==> config.mk <==
export PLATFORM = sky130hd
export DESIGN_NAME = prco_mem_arbiter
export DESIGN_NICKNAME = d
export VERILOG_FILES = /design/src/rtl/prco_mem_arbiter_pkg.sv /design/src/rtl/prco_mem_arbiter.sv
export SDC_FILE = /design/constraint.sdc
export NUM_CORES = 1
export LEC_CHECK = 0
export ABC_AREA = 1
export CORE_MARGIN = 4
export CORE_UTILIZATION = 43
export DETAILED_ROUTE_END_ITERATION = 8
export PLACE_DENSITY_LB_ADDON = 0.2
export SKIP_CTS_REPAIR_TIMING = 1
export SYNTH_ARGS = -nofsm -noshare
export SYNTH_HDL_FRONTEND = slang
export SYNTH_SLANG_ARGS = --single-unit
export TNS_END_PERCENT = 1
==> constraint.sdc <==
create_clock -name i_clk -period 1.9 [get_ports i_clk]
set_input_delay 0.57 -clock i_clk [delete_from_list [all_inputs] [get_ports i_clk]]
set_output_delay 0.57 -clock i_clk [all_outputs]
set_load 0.005 [all_outputs]
==> src/rtl/prco_mem_arbiter_pkg.sv <==
// prco_mem_arbiter_pkg: state/owner encodings and helpers for the local-memory arbiter
package prco_mem_arbiter_pkg;
  localparam logic [1:0] ARB_IDLE  = 2'd0;
  localparam logic [1:0] ARB_ISSUE = 2'd1;
  localparam logic [1:0] ARB_WAIT  = 2'd2;
  localparam logic [1:0] ARB_RESP  = 2'd3;
  localparam logic ARB_OWN_IF = 1'b0;
  localparam logic ARB_OWN_LS = 1'b1;
  function automatic logic [3:0] sat_inc(input logic [3:0] v, input logic [3:0] lim);
    return (v >= lim) ? lim : v + 4'd1;
  endfunction
endpackage

==> src/rtl/prco_mem_arbiter.sv <==
// prco_mem_arbiter: shares the single-ported local memory between fetch and load/store
module prco_mem_arbiter
  import prco_mem_arbiter_pkg::*;
#(
  parameter int P_ADDR_WIDTH  = 16,
  parameter int P_DATA_WIDTH  = 16,
  parameter int P_MEM_LATENCY = 1,
  parameter int P_LS_RUN_MAX  = 4
) (
  input  logic                    i_clk,
  input  logic                    i_reset,
  input  logic                    i_if_req,
  input  logic [P_ADDR_WIDTH-1:0] i_if_addr,
  input  logic                    i_if_flush,
  output logic                    q_if_gnt,
  output logic                    q_if_valid,
  output logic [P_DATA_WIDTH-1:0] q_if_data,
  input  logic                    i_ls_req,
  input  logic                    i_ls_we,
  input  logic [P_ADDR_WIDTH-1:0] i_ls_addr,
  input  logic [P_DATA_WIDTH-1:0] i_ls_wdata,
  output logic                    q_ls_gnt,
  output logic                    q_ls_valid,
  output logic [P_DATA_WIDTH-1:0] q_ls_rdata,
  output logic                    q_mem_ce_fetch,
  output logic                    q_mem_ce_alu,
  output logic                    q_mem_we,
  output logic [P_ADDR_WIDTH-1:0] q_mem_addr,
  output logic [P_DATA_WIDTH-1:0] q_mem_dina,
  input  logic [P_DATA_WIDTH-1:0] i_mem_douta,
  output logic                    q_busy
);
  localparam logic [3:0] RUN_MAX  = 4'(P_LS_RUN_MAX);
  localparam logic [2:0] LAT_WAIT = 3'(P_MEM_LATENCY - 1);
  logic [1:0]              st;
  logic                    own, we_q, flushed;
  logic [P_ADDR_WIDTH-1:0] addr_q;
  logic [P_DATA_WIDTH-1:0] dina_q, if_data_q, ls_data_q;
  logic [2:0]              lat_cnt;
  logic [3:0]              ls_run;
  logic                    arb, any_req, if_win, issue, resp, if_done, ls_done, flush_hit;
  always_comb begin
    arb       = st == ARB_IDLE || st == ARB_RESP;
    issue     = st == ARB_ISSUE;
    resp      = st == ARB_RESP;
    any_req   = i_if_req | i_ls_req;
    if_win    = i_if_req && (!i_ls_req || ls_run == RUN_MAX);
    flush_hit = i_if_flush && own == ARB_OWN_IF;
    if_done   = resp && own == ARB_OWN_IF && !flushed && !i_if_flush;
    ls_done   = resp && own == ARB_OWN_LS;
  end
  always_ff @(posedge i_clk) begin
    if (i_reset) begin
      st        <= ARB_IDLE;
      own       <= ARB_OWN_IF;
      we_q      <= 1'b0;
      flushed   <= 1'b0;
      addr_q    <= '0;
      dina_q    <= '0;
      if_data_q <= '0;
      ls_data_q <= '0;
      lat_cnt   <= '0;
      ls_run    <= '0;
    end else begin
      if (if_done) if_data_q <= i_mem_douta;
      if (ls_done) ls_data_q <= i_mem_douta;
      if (arb) begin
        st     <= any_req ? ARB_ISSUE : ARB_IDLE;
        ls_run <= (!i_if_req || if_win) ? 4'd0 : sat_inc(ls_run, RUN_MAX);
        if (any_req) begin
          own     <= if_win ? ARB_OWN_IF : ARB_OWN_LS;
          addr_q  <= if_win ? i_if_addr : i_ls_addr;
          we_q    <= !if_win && i_ls_we;
          dina_q  <= if_win ? '0 : i_ls_wdata;
          flushed <= 1'b0;
        end
      end else begin
        // a flush seen before RESP is remembered so the response is dropped
        flushed <= flushed | flush_hit;
        lat_cnt <= issue ? LAT_WAIT : lat_cnt - 3'd1;
        st      <= (issue ? LAT_WAIT == 3'd0 : lat_cnt == 3'd1) ? ARB_RESP : ARB_WAIT;
      end
    end
  end
  assign q_if_gnt       = issue && own == ARB_OWN_IF;
  assign q_ls_gnt       = issue && own == ARB_OWN_LS;
  assign q_mem_ce_fetch = q_if_gnt;
  assign q_mem_ce_alu   = q_ls_gnt;
  assign q_mem_we       = issue && we_q;
  assign q_mem_addr     = addr_q;
  assign q_mem_dina     = dina_q;
  assign q_if_valid     = if_done;
  assign q_ls_valid     = ls_done;
  // the RESP cycle forwards memory data so it lines up with its valid pulse
  assign q_if_data      = if_done ? i_mem_douta : if_data_q;
  assign q_ls_rdata     = ls_done ? i_mem_douta : ls_data_q;
  assign q_busy         = st != ARB_IDLE;
endmodule
==> flow_summary_export.csv <==
group,metric,value,unit
outcome,status,"complete, but fails checks",
outcome,failed_checks,"setup timing",
setup_path,crit_path_start_kind,"flip-flop",
global_route,antenna_found_initial,0,
worst_hold_path,min_path_type,"reg -> reg",
power,p_clk_frac,0.223,
routing,dr.pass1.iters,4,
power,switching_share,0.327,
layout,fillers,559,
placement,gp_congestion,0.796,
layout,final_common_cell,"clkdlybuf4s50_1",
run,drv_cap,0,
power,p_seq_frac,0.347,
yosys,yosysWarnings,0,
layout,layout.nets,744,
global_route,grt_pass1_vias,3305,
setup_path,required,1.33,ns
sta,fin_skew,0.0102,ns
sta,finalCriticalPeriod,2.39,ns
sta,setup_ws,-0.494,ns
power,p_leak,0.00330,uW
yosys,synth_enable_flop_cells,0,
setup_path,cp.arrival,1.82,ns
routing,num_vias,3570,
global_route,grt_pass1_wl,15000,um
sta,hold_viol,0,
power,peakVddDrop,590,uV
power,p_per_area,1070,nW/um^2
routing,drc_errors,0,
sta,tns,-11.79,ns
setup_path,setup.worst_path.start,"st[1]",
die,rows,32,
layout,area.sequential,1520,um^2
sta,post-route-period-util,1.26,
yosys,synthCells,476,
sta,rsz0062_at_grt,"true",
yosys,synthDistinctLibCells,24,
global_route,grt_max_degree,36,
yosys,yosys_most_used_dff,"dfxtp_1",
placement,numPortBuffers,141,
setup_path,cp_max_fo,5,
die,initial_core_util,0.440,
power,p_int,4170,uW
routing,dr.first_iter.drc_count,59,
cts,cts_buffers,9,
yosys,syn_nets,553,
power,total_power,6190,uW
sta,fmax,418,MHz
worst_hold_path,min_from,"q_mem_addr[7]",
die,die_h,96.7,um
power,power_frac_comb,0.430,
cts,insertion_delay,0.35,ns
setup_path,cp-end-kind,"output pin",
cts,clock-sinks,76,
die,core,7690,um^2
sta,slew_headroom,0.498,
cts,clockBufferDepth,2,
setup_path,slowest_stage,"dfxtp_2",
placement,dp_hpwl,6630,um
yosys,postSynthAreaPerCell,7.11,um^2
cts,path_clk_slew,0.08,ns
routing,routed_wl,10400,um
sta,worst_slew_pin_slew,0.751,ns
die,dieArea,9350,um^2
yosys,syn_area,3380,um^2
power,p_sw,2020,uW
setup_path,cp_cell_sequence,"ha_4 > buf_6 > nand3_4 > clkbuf_16 > buf_4 > buf_6 > o21ai_4 > inv_1 > clkbuf_2",
sta,slew_violations,0,
yosys,async_flop_share,0,
yosys,ys_seq_elements,76,
layout,layout-drive-gt1-share,0.246,
global_route,grt_remaining_overflow,0,
cts,tritoncts,"built",
setup_path,worstSetupPathType,"reg -> out",
layout,final_cell_mix,"106 x clkdlybuf4s50_1, 96 x inv_1, 96 x nand2_1, 74 x dfxtp_1, 53 x nand3_1",
routing,ant_nets,0,
cts,htreeDepth,3,
cts,clockRootBuffer,"clkbuf_8",
sta,final-setup-viol-count,39,
setup_path,critical_path.max_stage_delay,0.36,ns
layout,diodes,0,
routing,wire_per_inst,13.4,um
die,die_x,96.7,um
layout,post-route-util,0.753,
die,io_pins,142,
layout,multi_input_area,1550,um^2
yosys,ys_seq_area_frac,0.450,
global_route,grt_usage,0.192,
layout,syn2layout_area_growth,71.1,%
setup_path,crit_top_cell,"buf_6",
routing,viasPerCell,4.61,
setup_path,r2r-start,"st[0]",
-- cell usage after synthesis (2+ instances only) --
master / instances / area share
buf_4: 7 / 0.016
a21oi_1: 4 / 0.0059
dfxtp_1: 76 / 0.45
or2_1: 9 / 0.017
nand3_2: 2 / 0.0059
nand3_1: 53 / 0.078
buf_6: 6 / 0.020
clkbuf_1: 4 / 0.0044
inv_1: 97 / 0.11
buf_2: 7 / 0.010
o21ai_0: 11 / 0.016
ha_1: 7 / 0.026
nand2_1: 107 / 0.12
o22ai_1: 2 / 0.0037
nand2_2: 4 / 0.0074
or2_2: 7 / 0.013
nor2_1: 39 / 0.043
a211oi_1: 2 / 0.0044
inv_2: 3 / 0.0033
o21ai_1: 25 / 0.037
-- critical path, delay by kind of cell (launching register included) --
kind            cells  cell delay (ns)
compound gates      1             0.14
flops               1             0.36
buf+inv             6             0.69
fa+ha+maj           1             0.17
simple gates        1             0.12
-- sequential cells by signal (all words and copies together) (netlist names) --
name,flops
if_data_q,16
ls_data_q,16
q_mem_addr,16
q_mem_dina,16
ls_run,4
lat_cnt,3
st,2
flushed,1
own,1
we_q,1
-- stage by stage --
stage          std cells  worst slack, ns  hold slack (ns)  area, um^2
6_report             774           -0.494            0.453        5790
5_1_grt              774           -0.597            0.472        5790
4_1_cts              753           -0.768            0.452        5320
3_5_place_dp         737           -0.764            0.441        5090
3_3_place_gp         737           -0.737            0.435        5090
2_1_floorplan        476            0.156            0.426        3380
-- routing by layer --
layer / share of wire / GRT usage
met3: 0.074 / 0.0634
met5: 0 / 0
met2: 0.51 / 0.330
met4: 0.011 / 0.0616
met1: 0.41 / 0.225
-- path summary, 6_finish.rpt --
path	to	slack (ns)	cells past startpoint
worst min-delay path	q_mem_addr[7]	0.45	2
worst max-delay path	q_if_data[1]	-0.49	9
worst max register to register	q_mem_addr[13]	0.06	8
worst min register to register	q_mem_addr[7]	0.45	2
-- cells by family (layout without fill, tap and decap cells) --
logic type               after synthesis  after routing  share of synthesized area
adder cells (fa/ha/maj)                7              7                     0.0259
AO/OA/AOI/OAI                         46             46                     0.0744
flip-flops                            76             76                      0.450
AND/OR/NAND/NOR                      222            222                      0.287
buffers and inverters                125            321                      0.163
-- area by class of cell --
type                            instances  area share
Tap cell                              102      0.0220
Clock buffer                           11      0.0244
Inverter                              101      0.0672
Sequential cell                        76       0.263
Multi-Input combinational cell        275       0.268
Timing Repair Buffer                  204       0.340
Clock inverter                          5      0.0145
-- power groups by stage --
stage          clock network [uW]  registers, uW  logic [uW]
4_1_cts                      1400           2130        2450
6_report                     1380           2150        2660
3_3_place_gp                    0           2150        2340
5_1_grt                      1480           2200        2920
2_1_floorplan                   0           2160        1100
3_5_place_dp                    0           2160        2400
Power figures use the tool's default switching activity.
